`src/rtl/alu_exec_unit.sv`:
```
// Execute-stage datapath: ALU-control decode, 32-bit ALU with zero flag,
// PC+4 and branch-target adders, all captured in one enabled output register.

module wrap_adder #(
  parameter int W = 32
) (
  input  logic [W-1:0] a,
  input  logic [W-1:0] b,
  output logic [W-1:0] sum
);
  // Carry-out intentionally dropped: addresses wrap modulo 2^W.
  assign sum = a + b;
endmodule

module alu_exec_unit (
  input  logic        clk,
  input  logic        reset,
  input  logic        en,
  input  logic        alu_op1,
  input  logic        alu_op0,
  input  logic [5:0]  funct,
  input  logic [31:0] src_a,
  input  logic [31:0] src_b,
  input  logic [31:0] pc,
  input  logic [31:0] branch_offset,
  output logic [3:0]  alu_ctrl,
  output logic [31:0] alu_result,
  output logic        zero,
  output logic [31:0] pc_plus_4,
  output logic [31:0] branch_target
);

  localparam logic [3:0] CTRL_AND = 4'b0000;
  localparam logic [3:0] CTRL_OR  = 4'b0001;
  localparam logic [3:0] CTRL_ADD = 4'b0010;
  localparam logic [3:0] CTRL_SUB = 4'b0110;
  localparam logic [3:0] CTRL_SLT = 4'b0111;
  localparam logic [3:0] CTRL_NOR = 4'b1100;

  typedef struct packed {
    logic [3:0]  ctrl;
    logic [31:0] result;
    logic        zero;
    logic [31:0] pc4;
    logic [31:0] target;
  } exec_res_t;

  localparam exec_res_t RES_RESET = '{ctrl: CTRL_ADD, result: 32'd0, zero: 1'b1,
                                      pc4: 32'd0, target: 32'd0};

  logic [3:0]  ctrl_c;
  logic [31:0] result_c;
  logic [31:0] pc4_c;
  logic [31:0] target_c;
  exec_res_t   res_c;
  exec_res_t   res_q;

  always_comb begin
    ctrl_c = CTRL_ADD;
    unique case ({alu_op1, alu_op0})
      2'b00: ctrl_c = CTRL_ADD;
      2'b01: ctrl_c = CTRL_SUB;
      2'b11: ctrl_c = CTRL_OR;
      2'b10: begin
        case (funct)
          6'b100000: ctrl_c = CTRL_ADD;
          6'b100010: ctrl_c = CTRL_SUB;
          6'b100100: ctrl_c = CTRL_AND;
          6'b100101: ctrl_c = CTRL_OR;
          6'b101010: ctrl_c = CTRL_SLT;
          6'b100111: ctrl_c = CTRL_NOR;
          default:   ctrl_c = CTRL_ADD;
        endcase
      end
      default: ctrl_c = CTRL_ADD;
    endcase
  end

  always_comb begin
    result_c = 32'd0;
    case (ctrl_c)
      CTRL_AND: result_c = src_a & src_b;
      CTRL_OR:  result_c = src_a | src_b;
      CTRL_ADD: result_c = src_a + src_b;
      CTRL_SUB: result_c = src_a - src_b;
      CTRL_SLT: result_c = {31'd0, $signed(src_a) < $signed(src_b)};
      CTRL_NOR: result_c = ~(src_a | src_b);
      default:  result_c = 32'd0;
    endcase
  end

  wrap_adder #(.W(32)) u_pc_add (.a(pc),    .b(32'd4),         .sum(pc4_c));
  wrap_adder #(.W(32)) u_br_add (.a(pc4_c), .b(branch_offset), .sum(target_c));

  always_comb begin
    res_c        = RES_RESET;
    res_c.ctrl   = ctrl_c;
    res_c.result = result_c;
    res_c.zero   = (result_c == 32'd0);
    res_c.pc4    = pc4_c;
    res_c.target = target_c;
  end

  always_ff @(posedge clk or posedge reset) begin
    if (reset)   res_q <= RES_RESET;
    else if (en) res_q <= res_c;
  end

  assign alu_ctrl      = res_q.ctrl;
  assign alu_result    = res_q.result;
  assign zero          = res_q.zero;
  assign pc_plus_4     = res_q.pc4;
  assign branch_target = res_q.target;

endmodule

```
`config.mk`:
```
export PLATFORM = sky130hd
export DESIGN_NAME = alu_exec_unit
export DESIGN_NICKNAME = d
export VERILOG_FILES = /design/src/rtl/alu_exec_unit.sv
export SDC_FILE = /design/constraint.sdc
export NUM_CORES = 1
export LEC_CHECK = 0
export CORE_ASPECT_RATIO = 2
export CORE_MARGIN = 2
export CORE_UTILIZATION = 58
export DETAILED_ROUTE_END_ITERATION = 16
export DONT_BUFFER_PORTS = 1
export GPL_ROUTABILITY_DRIVEN = 0
export PLACE_DENSITY_LB_ADDON = 0.1
export SLEW_MARGIN = 0
export SYNTH_ARGS = -nofsm -noshare
export SYNTH_HDL_FRONTEND = slang
export SYNTH_HIERARCHICAL = 1
export SYNTH_SLANG_ARGS = --single-unit
```
`constraint.sdc`:
```
create_clock -name clk -period 3.5 [get_ports clk]
set_input_delay 0.525 -clock clk [delete_from_list [all_inputs] [get_ports clk]]
set_output_delay 0.525 -clock clk [all_outputs]
set_load 0.01 [all_outputs]
```
== Word level (Yosys, flattened, before mapping) ==
Index checks and enable logic that the tools add are counted.
Word-level totals
  register bits after elaboration: 101
  bits of input ports: 139
  output and inout bits: 101
Cells by class
  add/subtract/negate cells: 4
  $lt $le $gt $ge: 1
  equal/unequal tests: 13
  mux-type cells: 3
  bitwise gates (word level): 3
  reductions and logical operators: 3
Operator list (number)
  $pmux 32 s6: 1
  $add 32x32->32: 2
  $add 32x3->32 const B: 1
  $and 32x32->32: 1
  $logic_not 32->1: 1
  $lt 32x32->1: 1
  $not 32->32: 1
  $or 32x32->32: 1
  $sub 32x32->32: 1
  $eq 6x6->1 const B: 5
  $pmux 4 s5: 1
  $pmux 4 s4: 1
  $eq 4x3->1 const B: 2
  $eq 2x2->1 const B: 2
  $eq 4x1->1 const B: 1
  $eq 4x2->1 const B: 1
  $eq 4x4->1 const B: 1
  $logic_not 4->1: 1
  $eq 2x1->1 const B: 1
  $logic_not 2->1: 1

== Logic depth before layout (Yosys ltp) ==
  word-level depth: 6
  gate-level depth with buffers: 19
  mapped depth without buffers: 18

== Modules after synthesis ==
Netlist, hierarchy kept.
By module, submodules not included
  alu_exec_unit: instances 1, cells an instance 1105, area each 9253.9 um^2, sequential area each 2529.9 um^2
  wrap_adder at u_pc_add: instances 1, cells an instance 236, area each 1725.4 um^2, sequential area each 0.0 um^2
  wrap_adder at u_br_add: instances 1, cells an instance 236, area each 1712.9 um^2, sequential area each 0.0 um^2

== Least setup slack after synthesis ==
No wires, ideal clock.
  path type: input to register
  start point: input pc[3]
  end point: register res_q, in the netlist branch_target[30]
  setup time: 0.125 ns
  arrival: 4.234 ns
  required time: 3.375 ns
  slack: -0.859 ns
  stages on the path: 17
  buffers on the path: 0
  cell sequence: ha_1 -> and3_1 -> a221oi_4 -> o211ai_4 -> a31o_2 -> nor2b_4 -> a311oi_2 -> xnor2_1 -> ha_1 -> o21ai_0 -> o21ai_0 -> a221o_1 -> a311oi_2 -> nor3_1 -> a211oi_2 -> xnor2_1 -> mux2_2
RTL lines
  start, declared: RTL line 24  | input logic [31:0] pc,
  end signal, assigned: RTL line 106  | else if (en) res_q <= res_c;
  end, declared: RTL line 56  | exec_res_t res_q;

==> results by group <==
STA
  – Tcrit/Tclk final: 1.09
  – Tmin final: roughly 3800 ps
  – Hold Fails Final Rpt: 0
  – Fmax: ~0.26 GHz
  – Clock skew: 0 ps
  – Worst slew pin tran: ~940 ps
  – Setup WS post-layout: -312 ps
  – Worst slew margin relative to its limit: 0.375
  – RSZ-0062 raised after global routing: true
  – Max-slew violations: 0
  – Final setup vio count: 16

Setup path
  – Reg2Reg Depth: 2
  – Worst setup path class: in2reg
  – Critical path cell sequence: ha_4 > and3_4 > a221oi_4 > o211ai_4 > a31o_4 > a31oi_2 > o21ai_1 > xor2_1 > ha_1 > a21oi_1 > o21ai_0 > a21oi_2 > nor2_2 > o31ai_1 > a32oi_1 > xnor2_1 > mux2_2
  – Slowest stage delay, CP: 350 ps
  – Required @ worst endpoint: about 3800 ps
  – Arrival time at the worst endpoint: just over 4000 ps
  – Crit path max fanout: 4
  – Crit-path slowest cell: ha_1
  – Critical Path Sink Type: flop
  – Crit start category: primary input

Global routing
  – Residual overflow from global routing: 0
  – Pin count of the biggest net entering global routing: between 100 and 150
  – Global-route wire length before repair: slightly above 70 mm
  – Initial antenna violation count: 0
  – Vias in the first global route: roughly 15,000
  – GRT Total Usage: 0.408

Logic synthesis
  – Ys async rst share: 1.00
  – Largest family of logic cells by synthesized area: compound AO/OA/AOI/OAI gates
  – Yosys warns: 6
  – Area of the mapped netlist: ~0.013 mm²
  – Synth Area in Simple Gates: 0.163
  – Post-synth EDFFs: 0
  – Synth Area in XOR/XNOR: 0.0497
  – Compound-Gate Fraction of Synth Area: 0.293
  – Post-Synthesis Cells: 1,577
  – Area leader, netlist: dfrtp_1
  – Post-synthesis adder-cell area fraction: 0.167
  – Top cell type's share of synthesized area: 0.195
  – Post-synthesis mux area share: 0.0656
  – Main synth FF type: dfrtp_1
  – Number of synthesized register bits: slightly above 100
  – Synth top area cells: dfrtp_1 (20%), ha_1 (16%), mux2_2 (6.5%), a21oi_1 (5.8%), nor2_1 (4.8%)
  – Syn Area/Cell: ~8.0 µm²
  – Post-synth cell types: 95
  – Post-synthesis sequential area ratio: 0.199

Pwr
  – P_leak: between 0.007 and 0.008 µW
  – Comb power frac: 0.562
  – Seq pwr share: 0.290
  – Sw Share: 0.429
  – P per Cell Area: about 420 mW/mm²
  – Final Total Pwr: ~7000 µW
  – Clock power share: 0.148
  – Pint: 4020 µW
  – Peak supply drop: roughly 0.00033 V
  – Net Switching: ~3000 µW

Floorplanning
  – Die width: approximately 110 µm
  – Row Count: 76
  – Initial Util: 0.591
  – Top Ports: 240
  – Die H: 213 µm
  – Core area: approximately 0.021 mm²
  – Full die area: 0.0232 mm²

Finish
  – Non-Filler Instances: ~2,200
  – Share of layout cells above drive strength 1: 0.323
  – Layout area overhead: 32.6%
  – Diodes inserted: 0
  – Post-route cell area: around 0.017 mm²
  – Layout Nets: roughly 2,200
  – Final core occ: 0.783

Route
  – Drt drc: 0
  – TritonRoute pass-1 iters: 9
  – DR iter-0 viols: 1,241
  – Post-DR vias/cell: 6.59
  – Post-DRT Antenna Nets: 0
  – Final WL: 49.3 mm
  – DR vias: about 14,000
  – Routed len/inst: 22.5 µm

Clock network
  – CTS Buf Count: 9
  – H-tree depth: 3
  – CTS Root Cell: clkbuf_16
  – Clk buf depth: 2
  – CTS tree: done
  – Hold_buf cts: 0
  – Clock Sinks: 101
  – Clk slew on worst S/H paths: roughly 80 ps
  – Worst-Skew Late Latency: 370 ps

Job
  – Max Cap Viol: 0

Place
  – Post-Place Cells: 2,159
  – Placed cell area: 0.0158 mm²
  – Port bufs: 0
  – HPWL after DPL: 37.5 mm

Min path
  – Hold Crit Class: in2async

Outcome
  – Failing checks: setup timing
  – Outcome: finished, violations left
## layer usage
metal / global-route usage / wire length (µm) / vias up
met2: 0.728 / 24800 / 869
met5: 0 / 0 / -
li1: - / - / 6460
met4: 0.379 / 5300 / 0
met1: 0.374 / 15400 / 6754
met3: 0.0833 / 3830 / 365
## critical path: cells and delay by family
kind                       cells  cell delay, ps
adders and majority gates      2             550
AOI/OAI and AO/OA             10            2160
and+or+nand+nor                2             250
xor gates and xnor gates       2             330
muxes                          1             260
## cells in the final DEF, fill, tap and decap left out, types with 35 or more instances in the layout
master   Yosys  routed
buf_4        0     373
nor2_1     163     158
ha_1       163     146
a21oi_1    148     127
inv_1      112     106
dfrtp_1     99      99
nand2_1     90      89
o21ai_0     71      61
mux2_2      73      60
xnor2_1     45      43
a21o_1      35      35
## through the flow
stage	setup TNS, ps	hold WS, ps	setup slack [ps]
3_5_place_dp	-11570	536	-733
2_1_floorplan	-4650	496	-539
4_1_cts	-1370	227	-233
3_3_place_gp	-9430	525	-690
5_1_grt	-4200	243	-413
6_report	-2610	208	-312
## flip-flops by register name, summed over array words and instances, names as in the netlist
signal	cells
alu_result	32
branch_target	32
pc_plus_4	32
alu_ctrl	4
zero	1
## cells in the mapped netlist (all sizes together), types with 8 or more instances
master and count:
inv 114, mux2 73, nand3 30, a211oi 13
a21oi 149, nand2 90, nor4 12, xnor2 45
a221o 10, o211ai 16, o21bai 19, nand4 24
o221ai 9, nor3 35, a22oi 17, clkbuf 71
and4 8, a311oi 8, nor2 164, o21a 14
o31ai 10, dfrtp 99, o21ai 81, buf 15
nor2b 17, a31o 9, xor2 27, a221oi 25
a211o 8, ha 163, a21o 35, and2 9
a31oi 22, and3 17
## cell type report
| cell class | count | area (µm²) |
|---|---|---|
| Inverter | 114 | 430 |
| Clock inverter | 6 | 53.8 |
| Sequential cell | 101 | 2530 |
| Multi-Input combinational cell | 1307 | 10300 |
| Timing Repair Buffer | 383 | 2950 |
| Clock buffer | 10 | 239 |
| Tap cell | 273 | 342 |
| Fill cell | 1509 | 4660 |
## cell families (layout without fill, tap and decap cells)
| logic type | Yosys count | after routing |
|---|---|---|
| AO/OA/AOI/OAI | 528 | 528 |
| XOR/XNOR | 72 | 72 |
| adder cells (fa/ha/maj) | 167 | 167 |
| buffers and inverters | 200 | 513 |
| flip-flops | 101 | 101 |
| multiplexers | 74 | 74 |
| other | 2 | 33 |
| AND/OR/NAND/NOR | 433 | 433 |
## worst paths after layout
| check | startpoint | slack (ps) | end |
|---|---|---|---|
| min in group clk | en | 240 | alu_result[7]$_DFFE_PP0P_ |
| setup / recovery | pc[3] | -310 | branch_target[31]$_DFFE_PP0P_ |
| hold reg to reg | pc_plus_4[1]$_DFFE_PP0P_ | 580 | pc_plus_4[1]$_DFFE_PP0P_ |
| setup reg to reg | zero$_DFFE_PP1P_ | 2620 | zero$_DFFE_PP1P_ |
| hold / removal | reset | 210 | alu_result[22]$_DFFE_PP0P_ |
| max in group asynchronous | reset | 2440 | alu_result[1]$_DFFE_PP0P_ |
## power groups by stage
stage | sequential [µW] | combinational, µW | clock (µW)
2_1_floorplan | 1880 | 2200 | 0
3_3_place_gp | 2040 | 3340 | 0
3_5_place_dp | 2050 | 3420 | 0
4_1_cts | 2030 | 3560 | 1050
5_1_grt | 2070 | 4210 | 1090
6_report | 2040 | 3950 | 1040
## repair_timing
item / 4_1_cts / 5_1_grt
resized for setup: 45 / 69
buffers inserted: 4 / 16
pin swaps: 24 / 47
setup endpoints to repair: 18 / 19
endpoints found under the hold margin: 0 / 0
Note: power is estimated with default switching activity, not from simulation.
